File: config.mk
export PLATFORM = sky130hd
export DESIGN_NAME = fivexn_bit_demux
export DESIGN_NICKNAME = d
export VERILOG_FILES = /design/src/rtl/fivexn_bit_demux.sv
export SDC_FILE = /design/constraint.sdc
export NUM_CORES = 1
export LEC_CHECK = 0
export BUFFER_PORTS_ARGS = -buffer_cell sky130_fd_sc_hd__buf_2
export CORE_UTILIZATION = 49
export DETAILED_ROUTE_END_ITERATION = 12
export GPL_ROUTABILITY_DRIVEN = 0
export PLACE_DENSITY = 0.81
export SYNTH_ARGS = -nofsm -noshare
export SYNTH_HDL_FRONTEND = slang
export SYNTH_SLANG_ARGS = --single-unit
File: constraint.sdc
create_clock -name clk -period 1.8 [get_ports clk]
set_input_delay 0.18 -clock clk [delete_from_list [all_inputs] [get_ports clk]]
set_output_delay 0.18 -clock clk [all_outputs]
set_load 0.01 [all_outputs]
File: src/rtl/fivexn_bit_demux.sv
// fivexn_bit_demux: routes one valid/ready input stream into five one-entry output channels.
// Illegal selects (5..7) are always accepted, dropped, pulsed on err and counted.
module fivexn_bit_demux #(
  parameter int width = 1,
  parameter int errw  = 8
) (
  input  logic             clk,
  input  logic             rst_n,
  input  logic [width-1:0] in_data,
  input  logic [2:0]       in_sel,
  input  logic             in_valid,
  output logic             in_ready,
  output logic [width-1:0] out0,
  output logic [width-1:0] out1,
  output logic [width-1:0] out2,
  output logic [width-1:0] out3,
  output logic [width-1:0] out4,
  output logic [4:0]       out_valid,
  input  logic [4:0]       out_ready,
  output logic             err,
  output logic [errw-1:0]  err_count
);
  logic [width-1:0] r_data [5];
  logic [4:0]       r_valid;
  logic             r_err;
  logic [errw-1:0]  r_cnt;
  logic [4:0]       w_sel_oh;
  logic [4:0]       w_ch_ready;
  logic [4:0]       w_load;
  logic             w_legal;
  logic             w_fire;
  logic             w_drop;
  // one-hot is all zero for selects 5..7, which marks them illegal
  assign w_sel_oh   = 5'b00001 << in_sel;
  assign w_legal    = |w_sel_oh;
  assign w_ch_ready = ~r_valid | out_ready;
  assign in_ready   = w_legal ? |(w_sel_oh & w_ch_ready) : 1'b1;
  assign w_fire     = in_valid && in_ready;
  assign w_load     = w_fire ? w_sel_oh : 5'b00000;
  assign w_drop     = w_fire && !w_legal;
  always_ff @(posedge clk or negedge rst_n)
    if (!rst_n) begin
      r_valid <= '0;
      r_err   <= 1'b0;
      r_cnt   <= '0;
    end else begin
      r_valid <= (r_valid & ~out_ready) | w_load;
      r_err   <= w_drop;
      if (w_drop && !(&r_cnt)) r_cnt <= r_cnt + 1'b1;
    end
  for (genvar k = 0; k < 5; k++) begin : g_ch
    always_ff @(posedge clk or negedge rst_n)
      if (!rst_n) r_data[k] <= '0;
      else if (w_load[k]) r_data[k] <= in_data;
  end
  assign out0      = r_data[0];
  assign out1      = r_data[1];
  assign out2      = r_data[2];
  assign out3      = r_data[3];
  assign out4      = r_data[4];
  assign out_valid = r_valid;
  assign err       = r_err;
  assign err_count = r_cnt;
endmodule

Word-level counts from Yosys, hierarchy flattened. Index checks and enable logic that the tools add are counted.

Flip-flop bits (word level): 19. Input port bits: 12.

Add/subtract/negate cells: 1. Shift-type cells: 1. Multiplexer cells: 2. Bitwise operators: 6. Reduce and logical (&&, ||, !) cells: 8.

Operators by type and width (count): $and A5 B5 Y5 (2); $not A5 Y5 (2); $or A5 B5 Y5 (2); $reduce_or A5 Y1 (2); $add A8 B1 Y8 const B (1); $reduce_and A8 Y1 (1); $mux W5 (1); $shl A1 B3 Y5 const A (1); $logic_and A1 B1 Y1 (3); $logic_not A1 Y1 (2); $mux W1 (1).

Longest topological paths before layout.
Word-level depth: 8. Gate-level depth with buffers: 6. Gate-level depth less buffers: 5.

Least setup slack after synthesis. OpenSTA, ideal clock, no wires.

Path type: reg-to-reg. From: register r_cnt[0], in the netlist err_count[0]. To: register r_cnt[1], in the netlist err_count[1]. Arrival: 1.311 ns. Required time: 1.675 ns. Path slack: 0.364 ns. Cell stages (with the launch flop): 4. Cells stage by stage: dfrtp_1 -> ha_1 -> a41oi_1 -> mux2_2.

Cells in the longest elaborated chain, start to end: 3. Elaborated cells between the ends (all ways): 4.

Ends and longest elaborated chain: start: declaration (RTL line 26) `logic [errw-1:0] r_cnt;`; start signal: assignment (RTL line 49) `if (w_drop && !(&r_cnt)) r_cnt <= r_cnt + 1'b1;`; parallel branches: the longest is 3 deep, another holds $add A8 B1 Y8.

Several ways; the timed one is not identified. A chain may end at the register's enable or synchronous reset.

Worst setup path after layout.
From: register r_valid[1], in the netlist out_valid[1]. To: output port in_ready.

Cells in the longest elaborated chain, start to end: 5.

Ends and longest elaborated chain: start: declaration (RTL line 24) `logic [4:0] r_valid;`; start signal: assignment (RTL line 47) `r_valid <= (r_valid & ~out_ready) | w_load;`; $not A5 Y5 (RTL line 36) `assign w_ch_ready = ~r_valid | out_ready;`; $or A5 B5 Y5 (RTL line 36); $and A5 B5 Y5 (RTL line 37) `assign in_ready = w_legal ? |(w_sel_oh & w_ch_ready) : 1'b1;`; $reduce_or A5 Y1 (RTL line 37); $mux W1 (RTL line 37); end: declaration (RTL line 12) `output logic in_ready,`.

Every way passes these cells.

==> results.toml <==
[power_and_ir_drop]
power_per_cell_area_mw_per_mm2 = 1010
power.static_leakage_nw = 0.596
net-switching-power_mw = 0.424
totalPowerFinal_mw = 1.22
p_comb_share_pct = 32.1
max-vdd-ir-drop_uv = 660
swShare_pct = 34.7
p_int_mw = 0.799
p_clk_share_pct = 17.6
seq_power_share_pct = 50.3

[timing]
setup_total_negative_slack_ps = 0
final_max_slew_viol_count = 0
fin_clk_skew_ps = 2.57
grt_setup_unrepaired = "false"
max_freq_ghz = 0.607
final.setup.worst_slack_ps = 153
max_slew.worst_pin.slew_ps = 406
period_needed_ps = 1650
period_share_pct = 91.5
report.final.hold_viol_count = 0
setup_viol_count_final = 0
slew-limit-headroom_pct = 72.9

[clocking]
cts-htree-levels = 1
cts_tree = "done"
postCtsSetupRepairBufs = 0
worst_skew_late_latency_ps = 290
quantity_of_gates_resized_following_cts = 0
clock_sinks = 19
clock_tree.buffer_depth = 2
cts.clk_slew.worst_paths_ps = 110
numCtsBuffers = 3
clk_root_buffer_cell = "sky130_fd_sc_hd__clkbuf_4"
count_of_hold_buffers_inserted_by_post_cts_repair = 1

[placement]
numPlacedInstances = 147
worst_slack_at_placement_ps = 339
post-dp-hpwl_um = 1400
port_buffers = 31

[floorplan]
num_rows = 16
die-area_sq_mm = 0.00226
floorplan.die.height_um = 47.6
die_w_um = 47.6
core-area_sq_mm = 0.00196
ioPinCount = 32
start_util_pct = 51.8

[job]
drv.max_cap_violation_count = 0

[synthesis]
synth_edf_count = 0
syn-instance-count = 92
syn_nets = 105
avgSynthCellArea_sq_um = 11.1
postSynthRegisterBits = 19
syn_area_sq_mm = 0.00102
dominantRegCellSynth = "sky130_fd_sc_hd__dfrtp_1"
synth_cell_types = 41
yosys_warnings = 0
ys_seq_area_share_pct = 46.7
postSynth.asyncResetShare_pct = 100

[critical_path]
critical_path_class = "reg2out"
critPathArrivalTime_ps = 1470
critical_path.endpoint_type = "output port"
worstSetupStartpointType = "register"
path_max_fanout = 6
worst-endpoint-required_ps = 1620

[routing]
routed_wirelength_um = 1850
first_pass_iters = 4
drt.antenna.violating_nets = 0
drc = 0
route.detailed.wl_per_inst_um = 12.2
viasPerCell = 5.16
detail_route.iter0.violations = 7
routed-via-count = 785

[cells_and_area]
mostFrequentLayoutCells = "31 x sky130_fd_sc_hd__buf_2, 19 x sky130_fd_sc_hd__dfrtp_1, 7 x sky130_fd_sc_hd__nand2b_1"
num_antenna_cells = 0
mostFrequentLayoutCell = "sky130_fd_sc_hd__buf_2"
areaGrowthSynthToFinish_pct = 18.8
final_core_utilization_pct = 61.6
fraction_of_final_layout_cells_with_drive_strength_greater_than_1_pct = 38.4
num-nets-final = 139
final_cell_count_no_fill = 152
num-fill-cells = 179

[grt]
grt_max_degree = 20
global_route.usage.total_pct = 17.3
wire_length_of_the_first_global_routing_pass_um = 2710
gr-total-overflow = 0
grt_antenna_before_repair = 0
via_count_of_the_first_global_routing_pass = 609

[status]
status = "finished clean"

[worst_hold_path]
hold_path_class = "in2reg"
==> registers in the layout (all words and copies together), names as in the netlist <==
signal     count
err_count      8
out_valid      5
err            1
out0           1
out1           1
out2           1
out3           1
out4           1
==> power by group through the flow <==
| stage | logic [mW] | clock network (mW) | registers (mW) |
|---|---|---|---|
| floorplan | 0.199 | 0 | 0.662 |
| global placement | 0.387 | 0 | 0.612 |
| detailed placement | 0.392 | 0 | 0.625 |
| CTS | 0.396 | 0.224 | 0.617 |
| global route | 0.437 | 0.241 | 0.633 |
| finish | 0.392 | 0.215 | 0.616 |
==> synthesized netlist by cell type, types with 2 or more instances <==
| library cell | number | area (sq um) |
|---|---|---|
| sky130_fd_sc_hd__a21oi_1 | 6 | 30.0 |
| sky130_fd_sc_hd__o21ai_0 | 3 | 15.0 |
| sky130_fd_sc_hd__nor2_1 | 4 | 15.0 |
| sky130_fd_sc_hd__a21o_1 | 2 | 15.0 |
| sky130_fd_sc_hd__nand2b_1 | 7 | 43.8 |
| sky130_fd_sc_hd__buf_6 | 3 | 33.8 |
| sky130_fd_sc_hd__dfrtp_1 | 19 | 475 |
| sky130_fd_sc_hd__mux2_2 | 2 | 22.5 |
| sky130_fd_sc_hd__nand2b_4 | 2 | 27.5 |
| sky130_fd_sc_hd__nand2_1 | 6 | 22.5 |
| sky130_fd_sc_hd__mux2_4 | 2 | 30.0 |
| sky130_fd_sc_hd__nand3_1 | 6 | 30.0 |
| sky130_fd_sc_hd__mux2i_1 | 2 | 20.0 |
==> critical path, cell delays in order, from the launching register on <==
cell and delay (ps):
sky130_fd_sc_hd__dfrtp_1 390, sky130_fd_sc_hd__nand2b_1 120, sky130_fd_sc_hd__mux2i_1 120, sky130_fd_sc_hd__a211o_1 340
sky130_fd_sc_hd__nand2_1 80, sky130_fd_sc_hd__buf_2 130
==> layout make-up <==
class	instances	area (sq um)	area share, %
multi-input combinational	68	500	41.4
sequential	19	475	39.3
timing repair buffer	32	165	13.7
tap	27	33.8	2.80
clock buffer	4	26.3	2.17
inverter	2	7.51	0.621
==> path summary, 6_finish.rpt <==
path	start	endpoint	slack, ps	cells past startpoint
worst max-delay path	out_valid[1]	in_ready	150	5
worst max register to register	err_count[0]	err_count[1]	320	3
worst min-delay path	out_ready[2]	out_valid[2]	150	3
max in group asynchronous	rst_n	err_count[1]	1180	2
worst min register to register	out0	out0	510	1
min in group asynchronous	rst_n	out_valid[1]	330	2
==> metal layers <==
| layer | track usage [%] | routed length [um] |
|---|---|---|
| met2 | 22.7 | 822 |
| met3 | 4.91 | 76 |
| met4 | 7.78 | 19 |
| met1 | 26.1 | 934 |
| met5 | 0 | 0 |
==> through the flow <==
step	instance area, sq um	hold WS [ps]
2_1_floorplan	1020	-116
3_3_place_gp	1170	134
4_1_cts	1210	147
6_report	1210	155
5_1_grt	1210	156
3_5_place_dp	1170	146
==> cell families (layout without fill, tap and decap cells) <==
logic type      Yosys count  in the layout  synth area share [%]
simple gates             38             38                  23.9
buf+inv                   5             38                  4.06
flops                    19             19                  46.7
compound gates           20             20                  14.1
mux                       7              7                  8.24
fa+ha+maj                 1              1                  1.23
xor+xnor                  2              2                  1.72
No activity file was read; power rests on OpenSTA's default activity.
